<file path="src/rtl/vgg_fp_pkg.sv">
// rtl/vgg_fp_pkg.sv - float32 field widths, bias and packed layout shared by the FP units
package vgg_fp_pkg;

  localparam int FP32_BIAS   = 127;
  localparam int FP32_EXP_W  = 8;
  localparam int FP32_FRAC_W = 23;

  typedef struct packed {
    logic                   sign;
    logic [FP32_EXP_W-1:0]  exp;
    logic [FP32_FRAC_W-1:0] frac;
  } fp32_t;

endpackage

</file>
<file path="src/rtl/int2float_pipe_if.sv">
// rtl/int2float_pipe_if.sv - input/output valid-ready streams of the int-to-float converter
interface int2float_pipe_if #(
  parameter int INT_W = 8,
  parameter int TAG_W = 4
);
  logic             in_valid;
  logic             in_ready;
  logic [INT_W-1:0] in_data;
  logic [TAG_W-1:0] in_tag;
  logic             out_valid;
  logic             out_ready;
  logic [31:0]      out_data;
  logic [TAG_W-1:0] out_tag;

  modport master (
    output in_valid, in_data, in_tag, out_ready,
    input  in_ready, out_valid, out_data, out_tag
  );

  modport slave (
    input  in_valid, in_data, in_tag, out_ready,
    output in_ready, out_valid, out_data, out_tag
  );
endinterface

</file>
<file path="src/rtl/int2float_pipe_lzc.sv">
// rtl/int2float_pipe_lzc.sv - recursive leading-zero counter; count equals W for an all-zero input
module lzc #(
  parameter int W = 8
) (
  input  logic [W-1:0]           i_data,
  output logic [$clog2(W+1)-1:0] o_cnt
);
  localparam int CW = $clog2(W+1);

  generate
    if (W == 1) begin : g_leaf
      assign o_cnt = ~i_data;
    end else begin : g_node
      // Upper half gets floor(W/2) bits so odd widths still split cleanly
      localparam int HW  = W / 2;
      localparam int LW  = W - HW;
      localparam int HCW = $clog2(HW + 1);
      localparam int LCW = $clog2(LW + 1);

      logic [HCW-1:0] w_hi;
      logic [LCW-1:0] w_lo;

      lzc #(.W(HW)) u_hi (.i_data(i_data[W-1 -: HW]), .o_cnt(w_hi));
      lzc #(.W(LW)) u_lo (.i_data(i_data[LW-1:0]),    .o_cnt(w_lo));

      assign o_cnt = (w_hi == HCW'(HW)) ? (CW'(HW) + CW'(w_lo)) : CW'(w_hi);
    end
  endgenerate
endmodule

</file>
<file path="src/rtl/int2float_pipe.sv">
// rtl/int2float_pipe.sv - 3-stage integer to float32 converter (RNE) with tag sideband and back-pressure
module int2float_pipe
  import vgg_fp_pkg::*;
#(
  parameter int INT_W  = 8,
  parameter int SIGNED = 0,
  parameter int TAG_W  = 4
) (
  input  logic           clk,
  input  logic           resetn,
  int2float_pipe_if.slave bus
);
  localparam int LZ_W = $clog2(INT_W + 1);

  logic             r_v1, r_v2, r_v3;
  logic             w_en1, w_en2, w_en3;
  logic             r_s1, r_z1, r_s2, r_z2;
  logic [INT_W-1:0] r_mag1;
  logic [INT_W-2:0] r_norm2;
  logic [7:0]       r_exp2;
  logic [TAG_W-1:0] r_tag1, r_tag2, r_tag3;
  fp32_t            r_data3;

  // Each stage may load when it is empty or its successor is taking its content
  assign w_en3 = !r_v3 || bus.out_ready;
  assign w_en2 = !r_v2 || w_en3;
  assign w_en1 = !r_v1 || w_en2;
  assign bus.in_ready = w_en1;

  logic             w_s0;
  logic [INT_W-1:0] w_mag0;
  assign w_s0   = (SIGNED != 0) && bus.in_data[INT_W-1];
  assign w_mag0 = w_s0 ? -bus.in_data : bus.in_data;

  always_ff @(posedge clk or negedge resetn) begin
    if (!resetn) begin
      r_v1 <= 1'b0; r_s1 <= 1'b0; r_z1 <= 1'b0; r_mag1 <= '0; r_tag1 <= '0;
    end else if (w_en1) begin
      r_v1 <= bus.in_valid;
      if (bus.in_valid) begin
        r_s1   <= w_s0;
        r_z1   <= (bus.in_data == '0);
        r_mag1 <= w_mag0;
        r_tag1 <= bus.in_tag;
      end
    end
  end

  logic [LZ_W-1:0]  w_lz;
  logic [INT_W-2:0] w_norm1;
  logic [7:0]       w_exp1;

  lzc #(.W(INT_W)) u_lzc (.i_data(r_mag1), .o_cnt(w_lz));

  // The hidden 1 is implied, so only the bits below it are kept
  assign w_norm1 = (INT_W-1)'(r_mag1 << w_lz);
  assign w_exp1  = 8'(FP32_BIAS + INT_W - 1) - 8'(w_lz);

  always_ff @(posedge clk or negedge resetn) begin
    if (!resetn) begin
      r_v2 <= 1'b0; r_s2 <= 1'b0; r_z2 <= 1'b0; r_norm2 <= '0; r_exp2 <= '0; r_tag2 <= '0;
    end else if (w_en2) begin
      r_v2 <= r_v1;
      if (r_v1) begin
        r_s2    <= r_s1;
        r_z2    <= r_z1;
        r_norm2 <= w_norm1;
        r_exp2  <= w_exp1;
        r_tag2  <= r_tag1;
      end
    end
  end

  logic [FP32_FRAC_W-1:0] w_frac;
  logic                   w_carry;

  generate
    if (INT_W > 24) begin : g_round
      logic [FP32_FRAC_W-1:0] w_frac_raw;
      logic [INT_W-25:0]      w_drop;
      logic                   w_guard, w_sticky, w_inc;
      logic [FP32_FRAC_W:0]   w_sum;

      assign w_frac_raw = r_norm2[INT_W-2 -: FP32_FRAC_W];
      assign w_drop     = r_norm2[INT_W-25:0];
      assign w_guard    = w_drop[INT_W-25];
      // Shifting out the guard bit leaves just the sticky bits
      assign w_sticky   = |(w_drop << 1);
      assign w_inc      = w_guard && (w_sticky || w_frac_raw[0]);
      assign w_sum      = {1'b0, w_frac_raw} + (FP32_FRAC_W+1)'(w_inc);
      assign w_frac     = w_sum[FP32_FRAC_W-1:0];
      assign w_carry    = w_sum[FP32_FRAC_W];
    end else begin : g_exact
      assign w_frac  = FP32_FRAC_W'(r_norm2) << (24 - INT_W);
      assign w_carry = 1'b0;
    end
  endgenerate

  fp32_t w_res;
  assign w_res = r_z2 ? '0 : {r_s2, r_exp2 + 8'(w_carry), w_frac};

  always_ff @(posedge clk or negedge resetn) begin
    if (!resetn) begin
      r_v3 <= 1'b0; r_data3 <= '0; r_tag3 <= '0;
    end else if (w_en3) begin
      r_v3 <= r_v2;
      if (r_v2) begin
        r_data3 <= w_res;
        r_tag3  <= r_tag2;
      end
    end
  end

  assign bus.out_valid = r_v3;
  assign bus.out_data  = r_data3;
  assign bus.out_tag   = r_tag3;
endmodule

</file>
<file path="src/flat_wrapper.sv">
// flat-port wrapper written by rule: the top's interface ports become plain ports
module int2float_pipe_flat import vgg_fp_pkg::*;
#(
  parameter int INT_W  = 8,
  parameter int SIGNED = 0,
  parameter int TAG_W  = 4
)
  (clk, resetn, bus_in_valid, bus_in_data, bus_in_tag, bus_out_ready, bus_in_ready, bus_out_valid, bus_out_data, bus_out_tag);
  int2float_pipe_if #(.INT_W(INT_W), .TAG_W(TAG_W)) bus_i ();
  input  logic clk;
  input  logic resetn;
  input wire logic [$bits(bus_i.in_valid)-1:0] bus_in_valid;
  input wire logic [$bits(bus_i.in_data)-1:0] bus_in_data;
  input wire logic [$bits(bus_i.in_tag)-1:0] bus_in_tag;
  input wire logic [$bits(bus_i.out_ready)-1:0] bus_out_ready;
  output wire logic [$bits(bus_i.in_ready)-1:0] bus_in_ready;
  output wire logic [$bits(bus_i.out_valid)-1:0] bus_out_valid;
  output wire logic [$bits(bus_i.out_data)-1:0] bus_out_data;
  output wire logic [$bits(bus_i.out_tag)-1:0] bus_out_tag;
  assign bus_i.in_valid = bus_in_valid;
  assign bus_i.in_data = bus_in_data;
  assign bus_i.in_tag = bus_in_tag;
  assign bus_i.out_ready = bus_out_ready;
  assign bus_in_ready = bus_i.in_ready;
  assign bus_out_valid = bus_i.out_valid;
  assign bus_out_data = bus_i.out_data;
  assign bus_out_tag = bus_i.out_tag;
  int2float_pipe #(.INT_W(INT_W), .SIGNED(SIGNED), .TAG_W(TAG_W)) u_core (.clk(clk), .resetn(resetn), .bus(bus_i));
endmodule
</file>
<file path="config.mk">
export PLATFORM = sky130hd
export DESIGN_NAME = int2float_pipe_flat
export DESIGN_NICKNAME = d
export VERILOG_FILES = /design/src/rtl/vgg_fp_pkg.sv /design/src/rtl/int2float_pipe_if.sv /design/src/rtl/int2float_pipe_lzc.sv /design/src/rtl/int2float_pipe.sv /design/src/flat_wrapper.sv
export SDC_FILE = /design/constraint.sdc
export NUM_CORES = 1
export LEC_CHECK = 0
export ABC_AREA = 1
export CORE_MARGIN = 1
export CORE_UTILIZATION = 30
export DETAILED_ROUTE_END_ITERATION = 16
export DONT_BUFFER_PORTS = 1
export GPL_TIMING_DRIVEN = 0
export PLACE_DENSITY = 0.42
export SYNTH_ARGS = -nofsm -noshare
export SYNTH_HDL_FRONTEND = slang
export SYNTH_SLANG_ARGS = --single-unit
</file>
<file path="constraint.sdc">
create_clock -name clk -period 2.14 [get_ports clk]
set_clock_uncertainty 0.05 [all_clocks]
set_input_delay 0.428 -clock clk [delete_from_list [all_inputs] [get_ports clk]]
set_output_delay 0.428 -clock clk [all_outputs]
set_load 0.05 [all_outputs]
</file>
Word level (Yosys, flattened, before mapping)
Cells that the tools add are included.
{ "word_totals": {"register_bits": 72, "inputBits": 16} }
{ "op_classes": {"bitwise": 8, "addsub": 8, "eq_ne": 3, "n_reduce_logical": 10, "muxes": 8, "shift": 1} }
{ "ops": {"columns": ["op", "count"], "rows": [
  ["31-bit two-way mux", 1],
  ["1-bit by 1-bit adder with 2-bit output, first input constant", 4],
  ["8-bit zero test", 1],
  ["2-bit two-way mux", 4],
  ["1-bit NOT", 8],
  ["8-bit by 4-bit << shifter with 7-bit output", 1],
  ["8-bit by 4-bit subtractor with 8-bit output, first input constant", 1],
  ["2-bit by 2-bit adder with 3-bit output, first input constant", 2],
  ["3-bit two-way mux", 2],
  ["2-bit AND reduction", 3],
  ["3-bit by 3-bit adder with 4-bit output, first input constant", 1],
  ["2-bit equality test, second input constant", 2],
  ["4-bit two-way mux", 1],
  ["3-bit equality test, second input constant", 1],
  ["1-bit zero test", 3],
  ["1-bit logical OR", 3]
]} }

Depth between registers and ports, before layout
Gate-level depths: netlist (run 1).
{ "depth": {"word_depth": 8, "ltp_mapped": 12} }

Cells and area by module
A second synthesis (run 1) with hierarchy kept.
{ "hier_totals": {"hier_cells": 334, "area_unflattened_um2": 2685.1} }
{ "by_module_without_submodules": {"columns": ["mod", "seq_area_each_um2", "cells_each", "n_inst", "area_each_um2"], "rows": [
  ["int2float_pipe", 1326.3, 285, 1, 2467.4],
  ["lzc at u_core.u_lzc.g_node.u_hi.g_node.u_hi ...", 0.0, 4, 4, 17.5],
  ["lzc at u_core.u_lzc.g_node.u_hi ...", 0.0, 7, 2, 33.8],
  ["lzc at u_core.u_lzc", 0.0, 11, 1, 50.0],
  ["lzc at u_core.u_lzc.g_node.u_hi.g_node.u_hi.g_node.u_hi ...", 0.0, 1, 8, 3.8]
]} }

Least setup slack after synthesis (run 1)
No wires, ideal clock.
{ "synth_timing": {"path_kind": "register to register", "start": "reg u_core.r_v3, in the netlist u_core.bus.out_valid", "end": "reg u_core.r_tag1[3]", "t_required_ps": 1965, "setup_ps": 125, "synth_period_minus_slack_ps": 2200, "arrival_time_ps": 2026, "setup_slack_ps": -60, "n_path_buf": 0, "stages_incl_launch_ff": 4, "cell_sequence": "dfrtp_1 -> nand4_1 -> nand2_1 -> mux2_2"} }
{ "synth_between": {"elab_chain_len": 5} }
{ "synth_lines": {"columns": ["element", "line", "text"], "rows": [
  ["from (decl)", "int2float_pipe.sv:15", "logic r_v1, r_v2, r_v3;"],
  ["from (signal assigned)", "int2float_pipe.sv:106", "r_v3 <= r_v2;"],
  ["1-bit zero test", "int2float_pipe.sv:25", "assign w_en3 = !r_v3 || bus.out_ready;"],
  ["1-bit logical OR", "int2float_pipe.sv:25", null],
  ["1-bit logical OR", "int2float_pipe.sv:26", "assign w_en2 = !r_v2 || w_en3;"],
  ["1-bit logical OR", "int2float_pipe.sv:27", "assign w_en1 = !r_v1 || w_en2;"],
  ["named net bus_in_ready", "flat_wrapper.sv:16", "output wire logic [$bits(bus_i.in_ready)-1:0] bus_in_ready;"],
  ["2-bit AND reduction (no source line)", null, null],
  ["to (signal assigned)", "int2float_pipe.sv:44", "r_tag1 <= bus.in_tag;"],
  ["to (decl)", "int2float_pipe.sv:21", "logic [TAG_W-1:0] r_tag1, r_tag2, r_tag3;"]
]} }
The timed path passes the listed nets, and every way through them passes these cells.
A chain may end at the register's enable or synchronous reset.

Final worst setup path (run 1)
Same ends and word-level chain as after synthesis.

==> key figures, run 1 <==
Logic synthesis
  • Asr flop ratio synth: 100%
  • XOR/XNOR share of the synthesized area: 0%
  • Synth Instances: 298
  • Synth Area in Adders: 0.977%
  • Mean area per synthesized cell: 8.59 um2
  • Post-synthesis register bit count: 53
  • Yosys Warn Count: 0
  • Post-synthesis mux area share: 0.440%
  • Synth Area in Compound Gates: 9.18%
  • Main synth FF type: dfrtp_1
  • Post-synthesis simple-gate area fraction: approximately 28%
  • Sequential area share after synthesis: 51.8%
  • Post-synth EDFFs: 0
  • Netlist Area Pre-Place: roughly 2600 um2
  • Synth unique cells: 32
  • Largest family of logic cells by synthesized area: simple AND/OR/NAND/NOR gates

Setup path
  • Data required, critical path: 2280 ps
  • Critical path class: flip-flop to flip-flop
  • WP buf/inv: 1
  • Reg2reg setup slack: roughly 40 ps
  • CP Capture Point: u_core.r_tag1[3]
  • Worst setup EP type: flip-flop
  • Worst setup SP type: flip-flop
  • Crit. path cell count: 4
  • Delay of the slowest critical-path stage: 700 ps
  • FF-to-FF path depth: 4
  • Slowest cell on crit path: nand4_1
  • R2r endpoint: u_core.r_tag1[3]
  • Crit-path leading delay family: simple AND/OR/NAND/NOR gates
  • Worst R2R Start: u_core.bus.out_valid
  • Crit-path cells: nand4_1 -> nand2_2 -> buf_6 -> mux2_4
  • Crit path launch: u_core.bus.out_valid
  • Max FO, Critical Path: 5
  • WP data arrival: 2240 ps

Timing
  • Pins Over Slew Limit: 0
  • Hold_ws: 222 ps
  • Final setup violation count: 0
  • Tcrit/Tclk final: between 90% and 100%
  • Minimum clock period: 2100 ps
  • Fmax: approximately 0.48 GHz
  • Relative slew slack: 45.5%
  • Setup tns final: 0 ps
  • RSZ-0062 raised after global routing: true
  • Hold Vio Cnt, Final: 0
  • Worst-Margin Slew: between 800 and 900 ps

Clock tree
  • Skew-Pair Late Insertion Delay: 300 ps
  • Bufs on Longest Clock Path: 2
  • CTS root buffer: clkbuf_8
  • Clk sinks: between 50 and 60
  • CTS buffer count: 5
  • H-tree depth: 2
  • Clk slew on worst S/H paths: 100 ps
  • CTS tree: yes

Routing
  • Initial DRT Pass Iterations: 4
  • Detailed-route via count: 1,864
  • Wire length per cell: between 10 and 15 um
  • DRT iter0 DRCs: 40
  • Vias per inst: 4.32
  • Remaining DRCs: 0
  • DRT Wirelength: 5.40 mm
  • Routed Antenna Nets: 0

GRT
  • First-pass GRT wire length: between 9 and 10 mm
  • Pin count of the biggest net entering global routing: 54
  • Grt total ovfl: 0
  • All-Layer GR Usage: 13.5%
  • Vias in the first global route: about 1,900
  • Initial antenna violation count: 0

Die
  • # IOs: between 50 and 60
  • Chip width: 94.4 um
  • Site row count: 33
  • Die Ht: 94.4 um
  • Initial core utilization: between 30% and 40%
  • Die ar.: slightly below 9000 um2
  • Core area: 8260 um2

Power
  • Cell leakage power: 1.48 nW
  • Max VDD drop: 0.440 mV
  • Total power: 0.00378 W
  • Power Density: 1270 nW/um2

Final layout
  • Layout cells sized above 1: 19.3%
  • Commonest non-fill, non-tap cell in the layout: nand2_1
  • Ant diodes: 0
  • Most frequent cells in the layout: nand2_1 (92), dfrtp_1 (52), buf_4 (19)
  • P&R area growth vs syn: 16.1%
  • Layout Nets: 343
  • Final core occ: between 30% and 40%

Outcome
  • Status: finished, final reports clean

Placement
  • DP HPWL: 4.09 mm
  • Port Buffer Count: 0
  • Gpl congestion: 0.815

Hold path
  • Min-delay worst type: primary input to flip-flop

Flow run
  • Max-cap violations: 0
per-layer routing:
layer / track usage, % / up-vias / part of all wire (%)
met2: 22.0 / 40 / 44
met1: 18.3 / 849 / 53
met4: 3.46 / 0 / 0.63
met3: 2.58 / 2 / 3.1
met5: 0 / - / 0
li1: - / 973 / -
cells by family (layout without fill, tap and decap cells):
logic type                 Yosys count  after routing
AOI/OAI and AO/OA                   42             42
adders and majority gates            2              2
buffers and inverters               48             60
DFF                                 53             53
muxes                                1              1
other                                1             17
and+or+nand+nor                    151            151
registers in the layout, indices dropped and copies added, names as in the netlist, 4 cells and up:
signal and count:
u_core.r_tag2 4, u_core.r_exp2 7, u_core.r_norm2 7, u_core.r_tag1 4, u_core.r_mag1 8, u_core.bus.out_tag 4, u_core.bus.out_data 14
worst reg2reg max path: stages (launching register included):
cell,delay [ps]
dfrtp_2,560
nand4_1,700
nand2_2,240
buf_6,150
mux2_4,290
cells in the mapped netlist, types with 2 or more instances:
cell | count | share of area, %
nand2_1 | 93 | 14
dfrtp_1 | 53 | 52
buf_4 | 18 | 5.3
inv_1 | 17 | 2.5
nand3_1 | 17 | 3.3
o21ai_0 | 17 | 3.3
nor2_1 | 16 | 2.3
a21oi_1 | 12 | 2.3
nand2_2 | 8 | 2.0
clkbuf_1 | 6 | 0.88
nand2_4 | 5 | 2.2
o21ai_1 | 4 | 0.78
buf_2 | 3 | 0.59
nor2_2 | 3 | 0.73
nor2_4 | 3 | 1.3
o31ai_1 | 3 | 0.88
ha_1 | 2 | 0.98
inv_2 | 2 | 0.29
nand4_1 | 2 | 0.49
o21ai_2 | 2 | 0.68
report_power, final:
part | switching (W) | internal, W | total (W)
registers | 0.000762 | 0.00132 | 0.00208
logic | 0.000581 | 0.000306 | 0.000887
clock network | 0.000340 | 0.000471 | 0.000811
through the flow:
| step | setup WS [ps] | cells | instance area (um2) |
|---|---|---|---|
| 2_1_floorplan | 135 | 314 | 2620 |
| 3_3_place_gp | -135 | 419 | 2750 |
| 3_5_place_dp | -151 | 419 | 2750 |
| 4_1_cts | -29.5 | 431 | 2970 |
| 5_1_grt | -63.6 | 431 | 2970 |
| 6_report | 39.5 | 431 | 2970 |
how the worst min path moves through the flow:
stage                                          to          start  slack, ps  depth (start not counted)
final                            u_core.r_tag1[3]  bus_in_tag[3]        220                          1
after global routing             u_core.r_tag1[3]  bus_in_tag[3]        200                          1
after CTS                        u_core.r_tag1[3]  bus_in_tag[3]        210                          1
after detailed placement  u_core.bus.out_data[17]         resetn         80                          0
after global placement    u_core.bus.out_data[16]         resetn         80                          0
after floorplan           u_core.bus.out_data[16]         resetn         80                          0
timing repair:
action | in CTS | in global routing
setup endpoints to repair | 14 | 14
pin swaps | 2 | 2
setup buffers | 2 | 0
resized for setup | 8 | 1
hold endpoints to repair | 53 | 0
hold buffers | 2 | 0
layout make-up:
class / count / area (um2)
sequential: 53 / 1330
timing repair buffer: 4 / 56.3
fill: 910 / 5290
clock buffer: 5 / 68.8
multi-input combinational: 213 / 1050
inverter: 21 / 82.6
tap: 105 / 131
buffer: 27 / 189
clock inverter: 3 / 68.8
Power figures use the tool's default switching activity.
==> run 2: changes to the inputs <==
- GPL_TIMING_DRIVEN: 0 -> 1
==> key figures, run 2 (synthesized netlist as in run 1, its figures left out) <==
Outcome
  • Status: finished, final reports clean (unchanged)

Power
  • Total power: 0.00352 W (was 0.00378 W)
  • Max VDD drop: 0.329 mV (was 0.440 mV)
  • Power Density: 1270 nW/um2 (about the same)
  • Cell leakage power: 1.35 nW (was 1.48 nW)

Timing
  • Fmax: 0.586 GHz (was 0.476 GHz)
  • Final setup violation count: 0 (unchanged)
  • Minimum clock period: 1710 ps (was 2100 ps)
  • Tcrit/Tclk final: 79.8% (was 98.2%)
  • Pins Over Slew Limit: 0 (unchanged)
  • RSZ-0062 raised after global routing: false (was true)
  • Hold_ws: 211 ps (was 222 ps)
  • Setup tns final: 0 ps (unchanged)
  • Hold Vio Cnt, Final: 0 (unchanged)

Placement
  • DP HPWL: 3.78 mm (was 4.09 mm)
  • Gpl congestion: 0.772 (was 0.815)
  • Port Buffer Count: 0 (unchanged)
  • Post-DP Area: 2640 um2 (was 2750 um2)

GRT
  • Vias in the first global route: 1,819 (was 1,888)
  • All-Layer GR Usage: 12.9% (was 13.5%)
  • GRT met3 Usage: 2.82% (was 2.58%)
  • Pin count of the biggest net entering global routing: 54 (unchanged)
  • Global routing's busiest layer: met2 (unchanged)
  • Met1 Track Usage GR: 18.4% (was 18.3%)
  • Met2 Use GR: 19.7% (was 22.0%)
  • Grt total ovfl: 0 (unchanged)
  • First-pass GRT wire length: 8.96 mm (was 9.23 mm)
  • Initial antenna violation count: 0 (unchanged)

Die
  • Die ar.: 8910 um2 (unchanged)
  • # IOs: 54 (unchanged)
  • Site row count: 33 (unchanged)
  • Chip width: 94.4 um (unchanged)
  • Initial core utilization: 31.0% (unchanged)
  • Core area: 8260 um2 (unchanged)
  • Die Ht: 94.4 um (unchanged)

Final layout
  • Final core occ: 33.5% (was 36.0%)
  • Reg area: 1330 um2 (unchanged)
  • Max FFs per register: 14 (unchanged)
  • P&R area growth vs syn: 8.01% (was 16.1%)
  • Footprint of the multi-input gates: 1040 um2 (was 1050 um2)
  • Most frequent cells in the layout: nand2_1 (93), dfrtp_1 (52) (was nand2_1 (92), dfrtp_1 (52), buf_4 (19))
  • Ant diodes: 0 (unchanged)
  • Fillers: 892 (was 910)
  • Cell area after layout: 2770 um2 (was 2970 um2)
  • Commonest non-fill, non-tap cell in the layout: nand2_1 (unchanged)
  • Layout Nets: 320 (was 343)
  • Layout cells sized above 1: 14.5% (was 19.3%)

Setup path
  • Data required, critical path: 2300 ps (was 2280 ps)
  • Worst setup EP type: flip-flop (unchanged)
  • Critical path class: flip-flop to flip-flop (unchanged)
  • Max FO, Critical Path: 7 (was 5)
  • WP data arrival: 1870 ps (was 2240 ps)
  • Worst setup SP type: flip-flop (unchanged)
  • Reg2reg setup slack: 430 ps (was 40 ps)

Clock tree
  • Skew-Pair Late Insertion Delay: 300 ps (about the same)
  • H-tree depth: 2 (unchanged)
  • CTS tree: yes (unchanged)
  • Clk sinks: 53 (unchanged)
  • Clk slew on worst S/H paths: 100 ps (about the same)
  • CTS root buffer: clkbuf_8 (unchanged)
  • CTS buffer count: 5 (unchanged)
  • Bufs on Longest Clock Path: 2 (unchanged)
  • Post-CTS Hold Buffers: 2 (unchanged)
  • # resized after CTS: 0 (was 8)
  • Post-CTS Setup Inserts: 0 (was 2)

Routing
  • Routed Antenna Nets: 0 (unchanged)
  • Vias per inst: 4.44 (was 4.32)
  • Initial DRT Pass Iterations: 4 (unchanged)
  • Remaining DRCs: 0 (unchanged)
  • DRT iter0 DRCs: 83 (was 40)
  • Wire length per cell: 12.5 um (about the same)
  • DRT Wirelength: 5.10 mm (was 5.40 mm)
  • Detailed-route via count: 1,811 (was 1,864)

Hold path
  • Min-delay worst type: primary input to flip-flop (unchanged)

Flow run
  • Max-cap violations: 0 (unchanged)
[run 2: final cells by class]
| class | instances | area share [%] |
|---|---|---|
| Clock inverter | 3 | 0.769 |
| Inverter | 21 | 2.99 |
| Clock buffer | 5 | 2.49 |
| Tap cell | 105 | 4.75 |
| Timing Repair Buffer | 8 | 3.44 |
| Sequential cell | 53 | 48.0 |
| Multi-Input combinational cell | 213 | 37.6 |
[run 2: metal layers]
| layer | up-vias | wire, um |
|---|---|---|
| met1 | 838 | 2710 |
| met3 | 5 | 198 |
| li1 | 931 | - |
| met4 | 0 | 47 |
| met5 | - | 0 |
| met2 | 37 | 2140 |
[run 2: power by group]
group,internal [W],total (W),switching [W]
Clock,0.000233,0.000575,0.000342
Combinational,0.000296,0.000900,0.000604
Sequential,0.00132,0.00204,0.000725
Total,0.00185,0.00352,0.00167
[run 2: worst paths after layout]
kind | startpoint | end | depth (start not counted)
setup / recovery | u_core.r_mag1[6] | u_core.r_exp2[3] | 9
hold / removal | bus_in_valid | u_core.r_mag1[1] | 2
setup reg to reg | u_core.r_mag1[6] | u_core.r_exp2[3] | 9
hold reg to reg | u_core.r_z2 | u_core.bus.out_data[17] | 1
max in group asynchronous | resetn | u_core.bus.out_valid | 2
min in group asynchronous | resetn | u_core.bus.out_data[19] | 2
[run 2: critical path: stages, from the launching register on]
cell and delay, ps:
dfrtp_1 410, nor2_4 170, nand2_4 120, nor2_4 100, nand2_2 70, nand2_4 110
nand4_1 150, ha_1 310, nand2_1 70, nand2_1 50
[run 2: through the flow]
stage	setup slack, ps	instances
floorplan	135	314
global placement	425	398
detailed placement	414	398
CTS	407	408
global route	288	408
finish	432	408
